## src/rtl/jam_cost_arbiter.sv

```systemverilog
// Round-robin arbiter that shares one cost-matrix read port among NUM_REQ requesters.
// Each grant is an 8-beat row burst (J=0..7). Back-to-back bursts run with no idle cycle.
module jam_cost_arbiter #(
  parameter int NUM_REQ = 2,
  parameter int COST_W  = 7
) (
  input  logic                   CLK,
  input  logic                   RST,
  input  logic [NUM_REQ-1:0]     req,
  input  logic [3*NUM_REQ-1:0]   row,
  output logic [2:0]             W,
  output logic [2:0]             J,
  input  logic [COST_W-1:0]      Cost,
  output logic [NUM_REQ-1:0]     gnt,
  output logic                   busy,
  output logic [NUM_REQ-1:0]     rsp_valid,
  output logic [2:0]             rsp_col,
  output logic [COST_W-1:0]      rsp_data,
  output logic [NUM_REQ-1:0]     done
);

  localparam int PW = 2;

  typedef enum logic {StIdle, StBurst} state_e;

  state_e             state_q;
  logic [PW-1:0]      ptr_q;
  logic [NUM_REQ-1:0] mask;
  logic [NUM_REQ-1:0] elig;
  logic [NUM_REQ-1:0] win_oh;
  logic               win_found;
  logic [PW-1:0]      win_idx;
  logic [2:0]         win_row;

  // The finishing owner is masked in its last-beat cycle and in its done cycle.
  always_comb begin
    mask = done;
    if (state_q == StBurst && J == 3'd7) begin
      mask = mask | gnt;
    end
    elig      = req & ~mask;
    win_found = 1'b0;
    win_oh    = '0;
    win_idx   = '0;
    win_row   = '0;
    for (int k = 1; k <= NUM_REQ; k++) begin
      for (int i = 0; i < NUM_REQ; i++) begin
        if (!win_found && elig[i] && (i == (int'(ptr_q) + k) % NUM_REQ)) begin
          win_found = 1'b1;
          win_oh[i] = 1'b1;
          win_idx   = PW'(i);
          win_row   = row[3*i +: 3];
        end
      end
    end
  end

  always_ff @(posedge CLK) begin
    if (RST) begin
      state_q   <= StIdle;
      ptr_q     <= PW'(NUM_REQ - 1);
      W         <= '0;
      J         <= '0;
      gnt       <= '0;
      busy      <= 1'b0;
      rsp_valid <= '0;
      rsp_col   <= '0;
      rsp_data  <= '0;
      done      <= '0;
    end else begin
      rsp_valid <= '0;
      done      <= '0;
      case (state_q)
        StIdle: begin
          if (win_found) begin
            gnt     <= win_oh;
            W       <= win_row;
            J       <= 3'd0;
            busy    <= 1'b1;
            ptr_q   <= win_idx;
            state_q <= StBurst;
          end
        end
        StBurst: begin
          rsp_valid <= gnt;
          rsp_col   <= J;
          rsp_data  <= Cost;
          if (J == 3'd7) begin
            done <= gnt;
            J    <= 3'd0;
            if (win_found) begin
              gnt   <= win_oh;
              W     <= win_row;
              ptr_q <= win_idx;
            end else begin
              gnt     <= '0;
              busy    <= 1'b0;
              state_q <= StIdle;
            end
          end else begin
            J <= J + 3'd1;
          end
        end
        default: state_q <= StIdle;
      endcase
    end
  end

endmodule

```

## config.mk

```make
export PLATFORM = sky130hd
export DESIGN_NAME = jam_cost_arbiter
export DESIGN_NICKNAME = d
export VERILOG_FILES = /design/src/rtl/jam_cost_arbiter.sv
export SDC_FILE = /design/constraint.sdc
export NUM_CORES = 1
export LEC_CHECK = 0
export CAP_MARGIN = 0
export CORE_MARGIN = 5
export CORE_UTILIZATION = 45
export DETAILED_ROUTE_END_ITERATION = 16
export PLACE_DENSITY = 0.91
export SLEW_MARGIN = 20
export SYNTH_ARGS = -nofsm -noshare
export SYNTH_HDL_FRONTEND = slang
export SYNTH_SLANG_ARGS = --single-unit
```

## constraint.sdc

```tcl
create_clock -name CLK -period 3.95 [get_ports CLK]
set_input_delay 1.185 -clock CLK [delete_from_list [all_inputs] [get_ports CLK]]
set_output_delay 1.185 -clock CLK [all_outputs]
set_load 0.02 [all_outputs]
```

==> results_dict.tcl <==
set metrics [dict create \
    cp.arrival_ns 2.91 \
    hold_path.class "reg2reg" \
    core_mm2 0.00221 \
    grt_antenna_before_repair 0 \
    synth_top_area_frac 0.481 \
    portBuffers 39 \
    synth_fp_nets 133 \
    grt_usage 0.166 \
    cts_hold_buf 0 \
    synth_warnings 0 \
    synth_area_leaders "dfxtp_1 48%, mux2i_1 9.6%, nor2_1 8.3%" \
    mostFrequentLayoutCells "39 x clkdlybuf4s50_1, 25 x dfxtp_1, 23 x nor2_1" \
    rr_worst_depth 7 \
    dr.pass1.iters 4 \
    timing.fmax_mhz 374 \
    leakage_nw 0.575 \
    yosysTopAreaCell "dfxtp_1" \
    cap_viol_max_count 0 \
    clock_latency_ns 0.31 \
    grt_setup_unrepaired "no" \
    die_w_um 58.1 \
    via_per_inst 5.35 \
    clock-skew-final_ns 0.00335 \
    post_cts_buffers 0 \
    layout_commonest_cell "clkdlybuf4s50_1" \
    cts_root_buffer "clkbuf_4" \
    min_to "W[0]" \
    ir_drop_mv 0.256 \
    final_cells 180 \
    synthDistinctLibCells 28 \
    drc 0 \
    tns_ns 0 \
    p_per_area_mw_per_mm2 329 \
    grt_max_degree 25 \
    grt_pass1_wl_um 4460 \
    hpwl_um 1920 \
    slew_viol_final 0 \
    layout.nets 173 \
    hold_depth 2 \
    endpoint_kind "register" \
    routedWlPerCell_um 14.0 \
    cts_buffers 3 \
    clkTransAtPathRegs_ns 0.12 \
    cts_tree "done" \
    final-setup-viol-count 0 \
    cts_max_level 1 \
    ys_seq_area_frac 0.481 \
    synthCells 113 \
    holdCritStartpoint "W[0]" \
    finalHoldViolCount 0 \
    critPathMaxFanout 6 \
    required_ns 4.19 \
    timing.final.crit_share 0.677 \
    diodes 0 \
    postSynthAreaPerCell_um2 9.20 \
    grt_overflow 0 \
    critPathLaunchType "input port" \
    worst_pin_slew_ns 0.855 \
    fillers 188 \
    regToRegStartpoint "state_q" \
    rows 17 \
    r2r_end "J[1]" \
    grt_pass1_vias 1055 \
    relSlewSlack 0.428 \
    ios 40 \
    dp.cells 176 \
    ant_nets 0 \
    worst-r2r-setup-slack_ns 1.75 \
    place_congestion 0.777 \
    syn_area_mm2 0.00104 \
    chipHeight_um 58.1 \
    wl_um 2530 \
    cts.repair.resized 0 \
    layout-drive-gt1-share 0.0461 \
    fin_crit_ns 2.67 \
    clock-sinks 25 \
    status "complete, no violations" \
    drt_iter0_markers 27 \
    dieArea_mm2 0.00337 \
    ys_ff_latch 25 \
    ctsLongestPathBuffers 2 \
    initial_core_util 0.470 \
    criticalPathCategory "in2reg" \
    syn_to_final_growth_pct 41.2 \
    vias 963 \
]
-- worst max-delay path, stage by stage --
cell and delay, ns:
clkdlybuf4s50_1 0.45, nor2b_1 0.30, and2_1 0.22, nor2_1 0.08, ha_1 0.26, nor3b_1 0.25
a21oi_1 0.07, nor2_1 0.10
-- routing by layer --
layer  vias up  routed length [µm]  GRT usage
li1        473                   -          -
met1       458                 939      0.174
met2        32                1400      0.319
met3         0                 194     0.0490
met4         0                   0     0.0430
met5         -                   0          0
-- worst max-delay path by stage --
stage	startpoint	end	slack (ns)	cells after the start
after floorplan	req[0]	busy	1.67	7
after global placement	req[0]	busy	1.11	8
after detailed placement	req[0]	J[1]	1.0	8
after CTS	req[0]	J[1]	1.33	8
after global routing	req[0]	busy	1.17	8
final	req[0]	J[1]	1.28	8
-- cells in the mapped netlist, drive strengths merged --
| master | count |
|---|---|
| a21oi | 5 |
| nor2b | 4 |
| a32o | 1 |
| a211oi | 1 |
| nor3b | 1 |
| dfxtp | 25 |
| and3 | 1 |
| nand2b | 3 |
| clkbuf | 2 |
| inv | 2 |
| mux2i | 10 |
| a211o | 1 |
| o21a | 2 |
| buf | 2 |
| or3 | 1 |
| nor3 | 3 |
| a22oi | 2 |
| nand3 | 8 |
| and2 | 1 |
| a31oi | 2 |
| a2111oi | 1 |
| o31ai | 1 |
| o21ai | 3 |
| nor2 | 23 |
| nand2 | 5 |
| ha | 3 |
-- state kept, by name (all words and copies together) (netlist names) --
signal and flops:
J 3, rsp_data 7, rsp_col 3, W 3
state_q 1, done 2, ptr_q 1, gnt 2
rsp_valid 2, busy 1
-- power breakdown --
| group | internal (mW) | switching, mW |
|---|---|---|
| Clock | 0.0394 | 0.0690 |
| Sequential | 0.265 | 0.0134 |
| Combinational | 0.0515 | 0.0446 |
| Total | 0.356 | 0.127 |
-- final cells by class --
cell class                      instances  area, µm²  area share
Inverter                                2       7.51     0.00512
Clock buffer                            4       26.3      0.0179
Timing Repair Buffer                   39        390       0.266
Tap cell                               28       35.0      0.0239
Sequential cell                        25        500       0.341
Multi-Input combinational cell         82        508       0.346
-- stage by stage --
step                power, mW  cell area (µm²)  setup WS [ns]  utilization  hold WS [ns]
finish                  0.483             1470           1.28        0.663         0.495
global route            0.511             1470           1.17        0.663         0.522
CTS                     0.490             1470           1.33        0.663         0.504
detailed placement      0.380             1440          0.999        0.652         0.486
global placement        0.377             1440           1.11        0.652         0.470
floorplan               0.334             1040           1.67            -         0.506
-- cell families (layout without fill, tap and decap cells) --
group,count (synthesis),count (layout),share of synthesized area
AO/OA/AOI/OAI,19,19,0.125
adder cells (fa/ha/maj),3,3,0.0361
buffers and inverters,6,45,0.0301
flip-flops,25,25,0.481
multiplexers,10,10,0.0963
AND/OR/NAND/NOR,50,50,0.231
Note: power is estimated with default switching activity, not from simulation.
==> variant: new RTL, config.mk and constraints unchanged <==
Change the parameter `COST_W` from 7 to 14.
--- a/src/rtl/jam_cost_arbiter.sv
+++ b/src/rtl/jam_cost_arbiter.sv
@@ -3,5 +3,5 @@
 module jam_cost_arbiter #(
   parameter int NUM_REQ = 2,
-  parameter int COST_W  = 7
+  parameter int COST_W  = 14
 ) (
   input  logic                   CLK,
Interface: changed (resized Cost and rsp_data); port bits go from 40 to 54. No check against the original RTL was run, so the function may have changed too.
==> variant against the unedited design <==
- wire length is 25% higher
- design area grew 29%
- sequential cell count grew 7
- synthesized cell count up 13%
- setup slack improved by 0.10 ns
- synthesized area is 23% higher
- register-to-register slack better by 0.04 ns
- total power is 50% higher
- die area grew 18%
- largest power group unchanged
==> variant: results (changes against the unedited design) <==
- The H-tree depth was 2 (was 1).
- The number of flip-flops in the largest register is 14 (was 7).
- The largest fanout on the critical path was 4 (was 6).
- The placement-stage worst setup slack is 1.16 ns (was 0.999 ns).
- The top layer reached by signal wires is met4 (was met3).
- The hold path startpoint is W[1] (was W[0]).
- The post-CTS clock slew at the launch and capture registers of the worst setup and hold paths is 0.09 ns (was 0.12 ns).
- The worst setup path endpoint is gnt[1] (was J[1]).
- The static leakage power is 0.770 nW (was 0.575 nW).
- The total routed wire length on the met1 layer came to 1290 um (was 939 um).
- The via count of the first global-routing pass came to 1165 (was 1055).
- The detailed route wirelength on metal2 is 1610 um (was 1400 um).
- The setup slack of the worst register-to-register path is 1.79 ns (was 1.75 ns).
- The share of the cycle needed by the critical path after routing is 65.1% (was 67.7%).
- The first-pass GRT wire length is 5100 um (was 4460 um).
- The total CTS buffers is 5 (was 3).
- The all-layer global routing usage was 16.1% (was 16.6%).
- The cell-internal power is 541 uW (was 356 uW).
- The tightest slew margin relative to the limit came to 66.7% (was 42.8%).
- The data arrival at the endpoint of the critical path is 1.39 ns (was 2.91 ns).
- The wire length on met3 is 201 um (was 194 um).
- The count of buffers inserted at the top-level ports came to 53 (was 39).
- Result of the run: finished, final reports clean (unchanged).
- The largest clock skew in the final design is 0.00968 ns (was 0.00335 ns).
- The maximum number of pins on one net before global-route repair is 29 (was 25).
variant: worst min-delay path by stage:
stage,cells after the start,to,slack [ns]
after floorplan,2,J[1],0.55
after global placement,2,rsp_data[4],0.47
after detailed placement,1,W[2],0.48
after CTS,1,W[2],0.50
after global routing,2,rsp_data[3],0.53
final,1,W[1],0.50
variant: power groups by stage:
| stage | logic [mW] | registers [mW] | clock network [mW] |
|---|---|---|---|
| floorplan | 0.0480 | 0.377 | 0 |
| global placement | 0.126 | 0.358 | 0 |
| detailed placement | 0.130 | 0.359 | 0 |
| CTS | 0.130 | 0.352 | 0.244 |
| global route | 0.139 | 0.355 | 0.255 |
| finish | 0.129 | 0.352 | 0.241 |
variant: cell families (layout without fill, tap and decap cells):
group | after synthesis | count (layout) | synth area share, %
AOI/OAI and AO/OA | 23 | 23 | 15.0
and+or+nand+nor | 43 | 43 | 14.6
adders and majority gates | 3 | 3 | 2.95
muxes | 17 | 17 | 13.4
DFF | 32 | 32 | 50.3
buffers and inverters | 10 | 66 | 3.73
variant: through the flow:
stage / std cells / hold WS (ns) / instance area (um^2) / power [mW]
after floorplan: 128 / 0.555 / 1270 / 0.425
after global placement: 207 / 0.472 / 1820 / 0.484
after detailed placement: 207 / 0.480 / 1820 / 0.489
after CTS: 215 / 0.502 / 1900 / 0.726
after global routing: 215 / 0.528 / 1900 / 0.748
final: 215 / 0.498 / 1900 / 0.722
variant: area by class of cell:
| class | instances | area share [%] |
|---|---|---|
| flip-flops and latches | 32 | 33.8 |
| multi-input cells | 86 | 30.9 |
| repair buffers | 55 | 28.7 |
| clock buffers | 6 | 2.18 |
| well taps | 31 | 2.04 |
| clock inverters | 2 | 1.85 |
| inverters | 3 | 0.593 |
